### src/rtl/time_setter.sv
// rtl/time_setter.sv - button conditioning, HH-MM-SS edit FSM and load strobe; optional TIME_SETTER_AUTOREPEAT_EN
module time_setter #(
    parameter int DEBOUNCE_CYCLES = 1000000,
    parameter int REPEAT_CYCLES   = 25000000
) (
    input  logic       clk,
    input  logic       reset,
    input  logic       btn_mode,
    input  logic       btn_up,
    input  logic       btn_down,
    input  logic       btn_left,
    input  logic       btn_right,
    output logic [3:0] h1,
    output logic [3:0] h0,
    output logic [3:0] m1,
    output logic [3:0] m0,
    output logic [3:0] s1,
    output logic [3:0] s0,
    output logic [2:0] cursor,
    output logic       edit_active,
    output logic       load_pulse
);

    localparam int DB_W   = $clog2(DEBOUNCE_CYCLES + 1);
    localparam int B_MODE = 0;
    localparam int B_UP   = 1;
    localparam int B_DOWN = 2;
    localparam int B_LEFT = 3;
    localparam int B_RIGHT = 4;

    typedef enum logic [1:0] {
        S_IDLE   = 2'd0,
        S_EDIT   = 2'd1,
        S_COMMIT = 2'd2
    } state_t;

    state_t      state_q, state_d;
    logic [4:0]  btn_raw;
    logic [4:0]  sync1_q, sync2_q;
    logic [4:0]  level;
    logic [4:0]  level_prev_q;
    logic [4:0]  edge_det;
    logic [4:0]  press;
    logic [4:0]  act;
    logic [3:0]  dig_q [6];
    logic [3:0]  dig_d [6];
    logic [2:0]  cursor_q, cursor_d;
    logic [3:0]  cur_max;

    assign btn_raw = {btn_right, btn_left, btn_down, btn_up, btn_mode};

    // Two-flop synchronizer for all raw buttons
    always_ff @(posedge clk or negedge reset) begin
        if (!reset) begin
            sync1_q <= '0;
            sync2_q <= '0;
        end else begin
            sync1_q <= btn_raw;
            sync2_q <= sync2_q ^ sync2_q ^ sync1_q;
        end
    end

    for (genvar i = 0; i < 5; i++) begin : g_db
        logic [DB_W-1:0] cnt_q;
        logic            lvl_q;

        // Accept a new level only after it has been stable for DEBOUNCE_CYCLES samples
        always_ff @(posedge clk or negedge reset) begin
            if (!reset) begin
                cnt_q <= '0;
                lvl_q <= 1'b0;
            end else if (sync2_q[i] == lvl_q) begin
                cnt_q <= '0;
            end else if (cnt_q == DB_W'(DEBOUNCE_CYCLES - 1)) begin
                cnt_q <= '0;
                lvl_q <= sync2_q[i];
            end else begin
                cnt_q <= cnt_q + 1'b1;
            end
        end

        assign level[i] = lvl_q;
    end

    // Previous accepted level, for rising-edge press detection
    always_ff @(posedge clk or negedge reset) begin
        if (!reset) begin
            level_prev_q <= '0;
        end else begin
            level_prev_q <= level;
        end
    end

    assign edge_det = level & ~level_prev_q;

`ifdef TIME_SETTER_AUTOREPEAT_EN
    localparam int RP_W = $clog2(REPEAT_CYCLES + 1);
    logic [1:0] rep_fire;

    for (genvar j = 0; j < 2; j++) begin : g_rep
        logic [RP_W-1:0] rep_cnt_q;

        // Up/down only: while held in EDIT, fire an extra press every REPEAT_CYCLES
        assign rep_fire[j] = (state_q == S_EDIT) && level[j+1] && !edge_det[j+1]
                             && (rep_cnt_q == RP_W'(REPEAT_CYCLES - 1));

        // Repeat interval counter, restarted by a fresh press, release or leaving EDIT
        always_ff @(posedge clk or negedge reset) begin
            if (!reset) begin
                rep_cnt_q <= '0;
            end else if ((state_q != S_EDIT) || !level[j+1] || edge_det[j+1] || rep_fire[j]) begin
                rep_cnt_q <= '0;
            end else begin
                rep_cnt_q <= rep_cnt_q + 1'b1;
            end
        end
    end

    assign press = edge_det | {2'b00, rep_fire, 1'b0};
`else
    assign press = edge_det;
`endif

    // Single winning action per cycle: mode > up > down > left > right
    always_comb begin
        act = '0;
        if (press[B_MODE])       act[B_MODE]  = 1'b1;
        else if (press[B_UP])    act[B_UP]    = 1'b1;
        else if (press[B_DOWN])  act[B_DOWN]  = 1'b1;
        else if (press[B_LEFT])  act[B_LEFT]  = 1'b1;
        else if (press[B_RIGHT]) act[B_RIGHT] = 1'b1;
    end

    // FSM state register
    always_ff @(posedge clk or negedge reset) begin
        if (!reset) begin
            state_q <= S_IDLE;
        end else begin
            state_q <= state_d;
        end
    end

    // FSM next state; COMMIT always lasts exactly one cycle
    always_comb begin
        state_d = state_q;
        case (state_q)
            S_IDLE:   if (act[B_MODE]) state_d = S_EDIT;
            S_EDIT:   if (act[B_MODE]) state_d = S_COMMIT;
            S_COMMIT: state_d = S_IDLE;
            default:  state_d = S_IDLE;
        endcase
    end

    // FSM outputs decoded from the registered state
    always_comb begin
        edit_active = (state_q == S_EDIT);
        load_pulse  = (state_q == S_COMMIT);
    end

    function automatic logic [3:0] digit_max(input logic [2:0] idx, input logic [3:0] hi);
        case (idx)
            3'd0:       digit_max = 4'd2;
            3'd1:       digit_max = (hi == 4'd2) ? 4'd3 : 4'd9;
            3'd2, 3'd4: digit_max = 4'd5;
            default:    digit_max = 4'd9;
        endcase
    endfunction

    // Digit and cursor edits; the hour clamp keeps every held value a legal time
    always_comb begin
        dig_d    = dig_q;
        cursor_d = cursor_q;
        cur_max  = digit_max(cursor_q, dig_q[0]);
        if (state_q == S_IDLE) begin
            if (act[B_MODE]) cursor_d = 3'd0;
        end else if (state_q == S_EDIT) begin
            if (act[B_UP]) begin
                dig_d[cursor_q] = (dig_q[cursor_q] >= cur_max) ? 4'd0 : dig_q[cursor_q] + 4'd1;
            end else if (act[B_DOWN]) begin
                dig_d[cursor_q] = (dig_q[cursor_q] == 4'd0) ? cur_max : dig_q[cursor_q] - 4'd1;
            end else if (act[B_LEFT]) begin
                cursor_d = (cursor_q == 3'd0) ? 3'd5 : cursor_q - 3'd1;
            end else if (act[B_RIGHT]) begin
                cursor_d = (cursor_q >= 3'd5) ? 3'd0 : cursor_q + 3'd1;
            end
        end
        if ((dig_d[0] == 4'd2) && (dig_d[1] > 4'd3)) dig_d[1] = 4'd3;
    end

    // Digit and cursor registers
    always_ff @(posedge clk or negedge reset) begin
        if (!reset) begin
            for (int k = 0; k < 6; k++) dig_q[k] <= 4'd0;
            cursor_q <= 3'd0;
        end else begin
            dig_q    <= dig_d;
            cursor_q <= cursor_d;
        end
    end

    assign h1     = dig_q[0];
    assign h0     = dig_q[1];
    assign m1     = dig_q[2];
    assign m0     = dig_q[3];
    assign s1     = dig_q[4];
    assign s0     = dig_q[5];
    assign cursor = cursor_q;

endmodule

### config.mk
export PLATFORM = sky130hd
export DESIGN_NAME = time_setter
export DESIGN_NICKNAME = d
export VERILOG_FILES = /design/src/rtl/time_setter.sv
export SDC_FILE = /design/constraint.sdc
export NUM_CORES = 1
export LEC_CHECK = 0
export CAP_MARGIN = 5
export CORE_ASPECT_RATIO = 0.5
export CORE_UTILIZATION = 45
export CTS_CLUSTER_SIZE = 14
export DETAILED_ROUTE_END_ITERATION = 7
export PLACE_DENSITY_LB_ADDON = 0.2
export SLEW_MARGIN = 40
export SYNTH_ARGS = -nofsm -noshare
export SYNTH_HDL_FRONTEND = slang
export SYNTH_SLANG_ARGS = --single-unit
### constraint.sdc
create_clock -name clk -period 5 [get_ports clk]
set_input_delay 1.25 -clock clk [delete_from_list [all_inputs] [get_ports clk]]
set_output_delay 1.25 -clock clk [all_outputs]
set_load 0.03 [all_outputs]
==> results.yml, run 1 <==
timing:
  rsz0062_at_grt: "no"
  finalSetupViolations: 0
  slew-limit-headroom: 0.511
  hold_viol_final: 0
  finalWorstSetupSlack_ns: 0.669
  finalCritPeriodShare: 0.866
  fin_skew_ns: 0.00834
  maxSlewViolCount: 0
  clock.fmax_ghz: 0.231
  tightest_slew_ns: 0.728
  min_period_ns: 4.33
  fin_setup_tns_ns: 0
worst_setup_path:
  worstReg2RegStart: "cursor[1]"
  worstSetupEndpointType: "flip-flop"
  cp-start-kind: "flip-flop"
  arrival_ns: 4.66
  reg2reg_to: "h0[1]"
  crit_type: "flip-flop to flip-flop"
  crit_fanout: 20
  rrSetupSlack_ns: 0.67
  reg2reg_depth: 11
  worstPathRequired_ns: 5.33
synth:
  synthTopCellsByCount: "149 x dfrtp_1, 138 x nor2_1, 61 x xor2_1"
  synth.avg_cell_area_um2: 9.92
  yosys_register_bits: 149
  synthAdderAreaFrac: 0.0268
  synth_top_family_by_area: "simple AND/OR/NAND/NOR gates"
  synth_nets: 776
  synth_cell_type_count: 69
  synth_flop_cell: "dfrtp_1"
  synth_xor_area_frac: 0.110
  yosysMostFrequentCell: "dfrtp_1"
  synth_edf_count: 0
  yosys.area.top_type: "dfrtp_1"
  synthMuxAreaShare: 0.0455
  synth_top_area_frac: 0.499
  synthSimpleGateAreaFrac: 0.220
  yosys_warnings: 0
  syn_area_um2: 7470
  synth-compound-area-share: 0.0703
  yosysSeqAreaShare: 0.499
  synthArstFlopShare: 1.00
  synthTopCellsByArea: "dfrtp_1 50%, xor2_1 7.2%, nor2_1 6.9%"
  netlist_instances: 753
global_routing:
  grt_overflow: 0
  grt_first_pass_wirelength_mm: 25.0
  grt_usage: 0.185
  antenna_found_initial: 0
  grt_max_degree: 98
  first_global_vias: 5200
drt:
  vias_per_cell: 5.25
  ant_nets: 0
  maxUsedRoutingLayer: "met4"
  first_iter_violations: 395
  routed_wl_mm: 14.6
  wl_met2_mm: 6.41
  dr_total_vias: 5364
  post_drt_wl_per_cell_um: 14.3
  drt-pass1-iter-count: 5
  wl_met1_mm: 7.43
  route.detailed.drc: 0
  routed-wl-met3_um: 586
placed_design:
  buffer_ports.inserted: 35
  hpwl_mm: 10.1
  dp_slack_ns: 0.707
  place_congestion: 0.838
  dpl.cell_count: 991
floorplanning:
  die_y_um: 93.1
  fp.dieArea_um2: 17200
  die_w_um: 184
  core_um2: 15800
  initial_core_util: 0.472
  row_count: 32
  pin_count: 36
clock_tree:
  clk_latency_ns: 0.42
  numCtsBuffers: 17
  clock_tree.buffer_depth: 2
  cts_max_level: 4
  root_buffer: "clkbuf_16"
  holdBufCountCts: 0
  cts_resized: 0
  cts_tree: "yes"
  path_clk_slew_ns: 0.06
  cts_setup_buffers: 0
  cts_num_sinks: 149
flow_run:
  drv_cap: 0
worst_hold_path:
  holdPathStages: 0
  hold_start: "sync1_q[1]"
  min_path_type: "flip-flop to flip-flop"
  holdPathEnd: "sync2_q[1]"
outcome:
  status: "finished, final reports clean"
pwr:
  p_per_area_nw_per_um2: 288
  power_w: 0.00247
  p_leak_nw: 3.72
  ir_drop_mv: 0.202
cells_and_area:
  antenna_cells: 0
  area_delta_synth_final_pct: 14.6
  final_cell_count_no_fill: 1021
  finish.utilization: 0.541
  drive_gt1_frac: 0.0850
  nNetsFinal: 812
## layout make-up
cell class,count,area (um^2)
clock buffers,17,425
clock inverters,13,113
fillers,1401,7250
inverters,26,97.6
multi-input cells,556,3540
flip-flops and latches,149,3730
well taps,221,277
repair buffers,39,385
## logic make-up after synthesis
kind of cell    Yosys count
compound gates           73
xor+xnor                 94
fa+ha+maj                16
buf+inv                  48
flops                   149
mux                      29
simple gates            344
## cell usage in the layout (no fill, tap or decap), drive strengths merged, types with 16 or more instances in the layout
cell type | Yosys | layout
clkdlybuf4s50 | 0 | 34
mux2 | 24 | 24
nand2 | 58 | 58
ha | 16 | 16
nand3 | 49 | 49
inv | 26 | 27
clkbuf | 13 | 17
xor2 | 61 | 61
o21ai | 16 | 16
xnor2 | 33 | 33
dfrtp | 149 | 149
nor2 | 138 | 138
a21oi | 17 | 17
and3 | 16 | 16
## stage by stage
stage	hold WS [ns]	cell area, um^2
2_1_floorplan	0.331	7470
6_report	0.348	8560
3_3_place_gp	0.336	8020
3_5_place_dp	0.335	8020
5_1_grt	0.356	8560
4_1_cts	0.350	8560
## per-layer routing
layer	up-vias	track usage
li1	2654	-
met1	2589	0.255
met2	106	0.287
met3	15	0.0460
met4	0	0.0576
met5	-	0
## critical path, cell delays in order (launching register included)
cell      delay (ns)
dfrtp_1         0.75
inv_1           0.26
ha_1            0.33
or4b_1          0.55
ha_1            0.28
nand2b_1        0.14
a2111o_1        0.43
a21oi_1         0.48
a32o_1          0.24
a21oi_1         0.07
or4_4           0.54
o22ai_2         0.17
## where the power goes
group,internal [W],switching (W)
Clock,0.000676,0.000497
Sequential,0.00122,0.0000119
Combinational,0.0000176,0.0000444
Total,0.00191,0.000553
## how the worst max path moves through the flow
stage	startpoint	endpoint	slack, ns	cells past startpoint
6_report	cursor[1]	h0[1]	0.67	11
4_1_cts	cursor[1]	h0[1]	0.67	11
5_1_grt	cursor[1]	h0[1]	0.37	11
2_1_floorplan	cursor[1]	h0[1]	1.14	14
3_5_place_dp	cursor[1]	h0[1]	0.71	11
3_3_place_gp	cursor[1]	h0[1]	0.81	11
Note: power is estimated with default switching activity, not from simulation.
==> run 2: changes to the inputs <==
--- a/config.mk
+++ b/config.mk
@@ -10,6 +10,7 @@
 export CORE_UTILIZATION = 45
 export CTS_CLUSTER_SIZE = 14
 export DETAILED_ROUTE_END_ITERATION = 7
+export HOLD_SLACK_MARGIN = 0.1
 export PLACE_DENSITY_LB_ADDON = 0.2
 export SLEW_MARGIN = 40
 export SYNTH_ARGS = -nofsm -noshare
==> constraint.sdc (replaced) <==
create_clock -name clk -period 5.28 [get_ports clk]
set_input_delay 1.32 -clock clk [delete_from_list [all_inputs] [get_ports clk]]
set_output_delay 1.32 -clock clk [all_outputs]
set_load 0.03 [all_outputs]
==> results.yml, run 2 (same netlist as run 1, synthesis figures left out) <==
global_routing:
  grt_max_degree: 83
  grt_first_pass_wirelength_mm: 25.1
  first_global_vias: 5154
  antenna_found_initial: 0
  grt_usage: 0.186
  grt_overflow: 0
pwr:
  p_leak_nw: 3.75
  p_per_area_nw_per_um2: 284
  ir_drop_mv: 0.193
cells_and_area:
  layout_common_cells: "149 x dfrtp_1, 138 x nor2_1, 61 x xor2_1, 58 x nand2_1, 49 x nand3_1"
  drive_gt1_frac: 0.0873
  area_delta_synth_final_pct: 15.5
  final_common_cell: "dfrtp_1"
  design_area_um2: 8630
  antenna_cells: 0
  nNetsFinal: 812
placed_design:
  dp_slack_ns: 0.975
  hpwl_mm: 10.1
  buffer_ports.inserted: 35
  place_congestion: 0.834
  placed_area_um2: 8020
clock_tree:
  holdBufCountCts: 0
  cts_setup_buffers: 0
  clock_tree.buffer_depth: 2
  cts_tree: "yes"
  root_buffer: "clkbuf_16"
  cts_resized: 0
  numCtsBuffers: 17
  clk_latency_ns: 0.42
  cts_max_level: 4
  path_clk_slew_ns: 0.07
  cts_num_sinks: 149
timing:
  tightest_slew_ns: 0.746
  finalCritPeriodShare: 0.831
  fin_skew_ns: 0.0119
  rsz0062_at_grt: "no"
  fin_setup_tns_ns: 0
  slew-limit-headroom: 0.503
  hold_viol_final: 0
  maxSlewViolCount: 0
  finalWorstSetupSlack_ns: 0.894
  clock.fmax_ghz: 0.228
  min_period_ns: 4.39
  finalSetupViolations: 0
floorplanning:
  row_count: 32
  die_w_um: 184
  fp.dieArea_um2: 17200
  initial_core_util: 0.472
  die_y_um: 93.1
  pin_count: 36
  core_um2: 15800
worst_setup_path:
  crit_type: "flip-flop to flip-flop"
  slowest_stage: "dfrtp_1"
  cp-start-kind: "flip-flop"
  arrival_ns: 4.72
  crit_fanout: 20
  worstSetupEndpointType: "flip-flop"
  worstPathRequired_ns: 5.62
  critical-path-max-stage-delay_ns: 0.77
  cp_cell_sequence: "inv_1, ha_1, or4b_1, ha_1, nand2b_1, a2111o_1, a21oi_1, a32o_1, a21oi_1, or4_4, o22ai_2"
drt:
  wl_met2_mm: 6.53
  drt-pass1-iter-count: 4
  maxUsedRoutingLayer: "met4"
  dr_total_vias: 5404
  first_iter_violations: 430
  routed_wl_mm: 14.7
  vias_per_cell: 5.28
  routed-wl-met3_um: 540
  ant_nets: 0
  wl_met1_mm: 7.47
  route.detailed.drc: 0
  post_drt_wl_per_cell_um: 14.3
worst_hold_path:
  min_path_type: "flip-flop to flip-flop"
outcome:
  status: "finished, final reports clean"
flow_run:
  drv_cap: 0
==> run 2: report_power, final <==
part | total [W] | switching, W | internal, W | leakage [nW]
Combinational | 0.0000590 | 0.0000425 | 0.0000165 | 1.41
Clock | 0.00123 | 0.000506 | 0.000721 | 0.290
Sequential | 0.00117 | 0.0000107 | 0.00115 | 2.05
Total | 0.00245 | 0.000559 | 0.00189 | 3.75
==> run 2: per-stage QoR <==
stage | hold slack (ns) | power (W) | cells | util
floorplan | 0.331 | 0.00121 | 753 | -
CTS | 0.356 | 0.00248 | 1023 | 0.545
global route | 0.359 | 0.00255 | 1023 | 0.545
detailed placement | 0.335 | 0.00125 | 991 | 0.507
finish | 0.353 | 0.00245 | 1023 | 0.545
global placement | 0.335 | 0.00125 | 991 | 0.507
==> run 2: layout make-up <==
| cell class | count | area (um^2) |
|---|---|---|
| multi-input cells | 556 | 3540 |
| inverters | 26 | 97.6 |
| well taps | 221 | 277 |
| flip-flops and latches | 149 | 3730 |
| repair buffers | 39 | 384 |
| clock inverters | 14 | 165 |
| clock buffers | 18 | 439 |
| fillers | 1410 | 7190 |
==> run 2: path summary, 6_finish.rpt <==
kind                            slack (ns)       start  cells after the start                end
worst max-delay path                  0.89   cursor[1]                     11              h0[1]
worst min-delay path                  0.35  sync1_q[2]                      0         sync2_q[2]
worst max register to register        0.89   cursor[1]                     11              h0[1]
worst min register to register        0.35  sync1_q[2]                      0         sync2_q[2]
max in group asynchronous             3.39       reset                      2  g_db[0].cnt_q[18]
min in group asynchronous             0.94       reset                      1          async pin
==> run 2: worst max-delay path, delay by kind of cell, from the launching register on <==
family	cells	cell delay, ns
adder cells (fa/ha/maj)	2	0.61
flip-flops	1	0.77
AND/OR/NAND/NOR	3	1.24
AO/OA/AOI/OAI	5	1.43
buffers and inverters	1	0.26
==> run 2: routing by layer <==
metal	global-route usage	up-vias
li1	-	2653
met4	0.0576	0
met1	0.260	2648
met3	0.0475	12
met5	0	-
met2	0.285	91
==> run 3: changes to the inputs <==
==> constraint.sdc (replaced) <==
create_clock -name clk -period 3.9 [get_ports clk]
set_input_delay 0.975 -clock clk [delete_from_list [all_inputs] [get_ports clk]]
set_output_delay 0.975 -clock clk [all_outputs]
set_load 0.03 [all_outputs]
==> results.yml, run 3 (same netlist as run 1, synthesis figures left out) <==
outcome:
  status: "finished, final reports clean"
pwr:
  ir_drop_mv: 0.304
  p_per_area_nw_per_um2: 395
  p_leak_nw: 3.83
  power_w: 0.00346
cells_and_area:
  layout_common_cells: "148 x dfrtp_1, 138 x nor2_1, 61 x xor2_1, 58 x nand2_1, 49 x nand3_1"
  nNetsFinal: 820
  final_common_cell: "dfrtp_1"
  area_delta_synth_final_pct: 17.1
  drive_gt1_frac: 0.0975
  multiInputGateArea_um2: 3540
  seq_area_um2: 3730
  fillers: 1383
  finish.utilization: 0.553
  design_area_um2: 8750
  antenna_cells: 0
global_routing:
  grt_usage: 0.195
  antenna_found_initial: 0
  first_global_vias: 5338
  grt_overflow: 0
  grt_first_pass_wirelength_mm: 26.2
  grt_max_degree: 69
flow_run:
  drv_cap: 0
placed_design:
  buffer_ports.inserted: 35
  hpwl_mm: 10.3
  placed_area_um2: 8090
  place_congestion: 0.906
timing:
  slew-limit-headroom: 0.478
  finalSetupViolations: 0
  maxSlewViolCount: 0
  hold_viol_final: 0
  rsz0062_at_grt: "no"
  finalCritPeriodShare: 0.948
  min_period_ns: 3.70
  fin_setup_tns_ns: 0
  tightest_slew_ns: 0.782
  clock.fmax_ghz: 0.271
  fin_skew_ns: 0.00809
floorplanning:
  core_um2: 15800
  row_count: 32
  die_w_um: 184
  fp.dieArea_um2: 17200
  initial_core_util: 0.472
  die_y_um: 93.1
  pin_count: 36
drt:
  first_iter_violations: 363
  dr_total_vias: 5466
  ant_nets: 0
  post_drt_wl_per_cell_um: 14.8
  drt-pass1-iter-count: 6
  route.detailed.drc: 0
  routed_wl_mm: 15.3
  vias_per_cell: 5.30
worst_setup_path:
  crit_type: "flip-flop to flip-flop"
  crit_fanout: 15
  arrival_ns: 4.04
  worstPathRequired_ns: 4.24
  cp-start-kind: "flip-flop"
  worstSetupEndpointType: "flip-flop"
clock_tree:
  clk_latency_ns: 0.42
  path_clk_slew_ns: 0.06
  clock_tree.buffer_depth: 2
  root_buffer: "clkbuf_16"
  cts_tree: "yes"
  numCtsBuffers: 17
  cts_max_level: 4
  cts_num_sinks: 149
  holdBufCountCts: 0
worst_hold_path:
  min_path_type: "flip-flop to flip-flop"
==> run 3: cell types whose count changed in the layout (fill, tap and decap cells not counted), moves of 2 or more <==
cell	change
buf_4	+7
bufinv_16	+3
clkinv_2	+4
clkinvlp_4	-2
inv_6	-4
==> run 3: metal layers <==
layer,up-vias,share of wire,wire (um),track usage
met4,0,0.012,189,0.0639
met5,-,0,0,0
met2,123,0.44,6650,0.297
met1,2650,0.51,7780,0.276
li1,2673,-,-,-
met3,20,0.043,656,0.0424
==> run 3: final cells by class <==
type	instances	area share
Clock buffer	19	0.0506
Clock inverter	13	0.0235
Inverter	26	0.0112
Multi-Input combinational cell	556	0.405
Sequential cell	149	0.426
Tap cell	221	0.0316
Timing Repair Buffer	47	0.0519
==> run 3: per-stage QoR <==
| step | std cells | setup slack (ns) | hold slack [ns] |
|---|---|---|---|
| finish | 1031 | 0.204 | 0.348 |
| global route | 1031 | 0.0151 | 0.363 |
| CTS | 1031 | 0.191 | 0.351 |
| detailed placement | 999 | 0.266 | 0.336 |
| global placement | 999 | 0.363 | 0.334 |
| floorplan | 753 | 0.0446 | 0.331 |
==> run 3: power by group <==
part	total [W]	internal [W]	switching [W]	leakage (nW)
logic	0.0000816	0.0000234	0.0000581	1.46
registers	0.00158	0.00156	0.0000146	2.04
clock network	0.00180	0.00115	0.000646	0.321
total	0.00346	0.00274	0.000719	3.83
==> run 3: worst max-delay path, cell delays in order (launching register included) <==
cell and delay (ns):
dfrtp_1 0.46, buf_4 0.22, nor2b_1 0.15, a32oi_1 0.34
nand2_1 0.25, inv_1 0.14, ha_1 0.23, nand2b_1 0.15
a2111o_1 0.43, a21oi_1 0.25, a32o_1 0.20, a21oi_1 0.07
or4_4 0.55, o22ai_2 0.16
==> run 3: final timing paths <==
check / startpoint / end / slack (ns) / cells past startpoint
max reg2reg: cursor[2] / h0[1] / 0.20 / 13
max in group asynchronous: reset / cursor[0] / 2.55 / 2
max: cursor[2] / h0[1] / 0.20 / 13
min reg2reg: sync1_q[2] / sync2_q[2] / 0.35 / 0
min: sync1_q[2] / sync2_q[2] / 0.35 / 0
min in group asynchronous: reset / async pin / 0.56 / 1
==> run 3: repair_timing <==
item / 4_1_cts / 5_1_grt
gates resized for setup: 0 / 2
buffers inserted: 0 / 0
endpoints found under the setup margin: 0 / 2
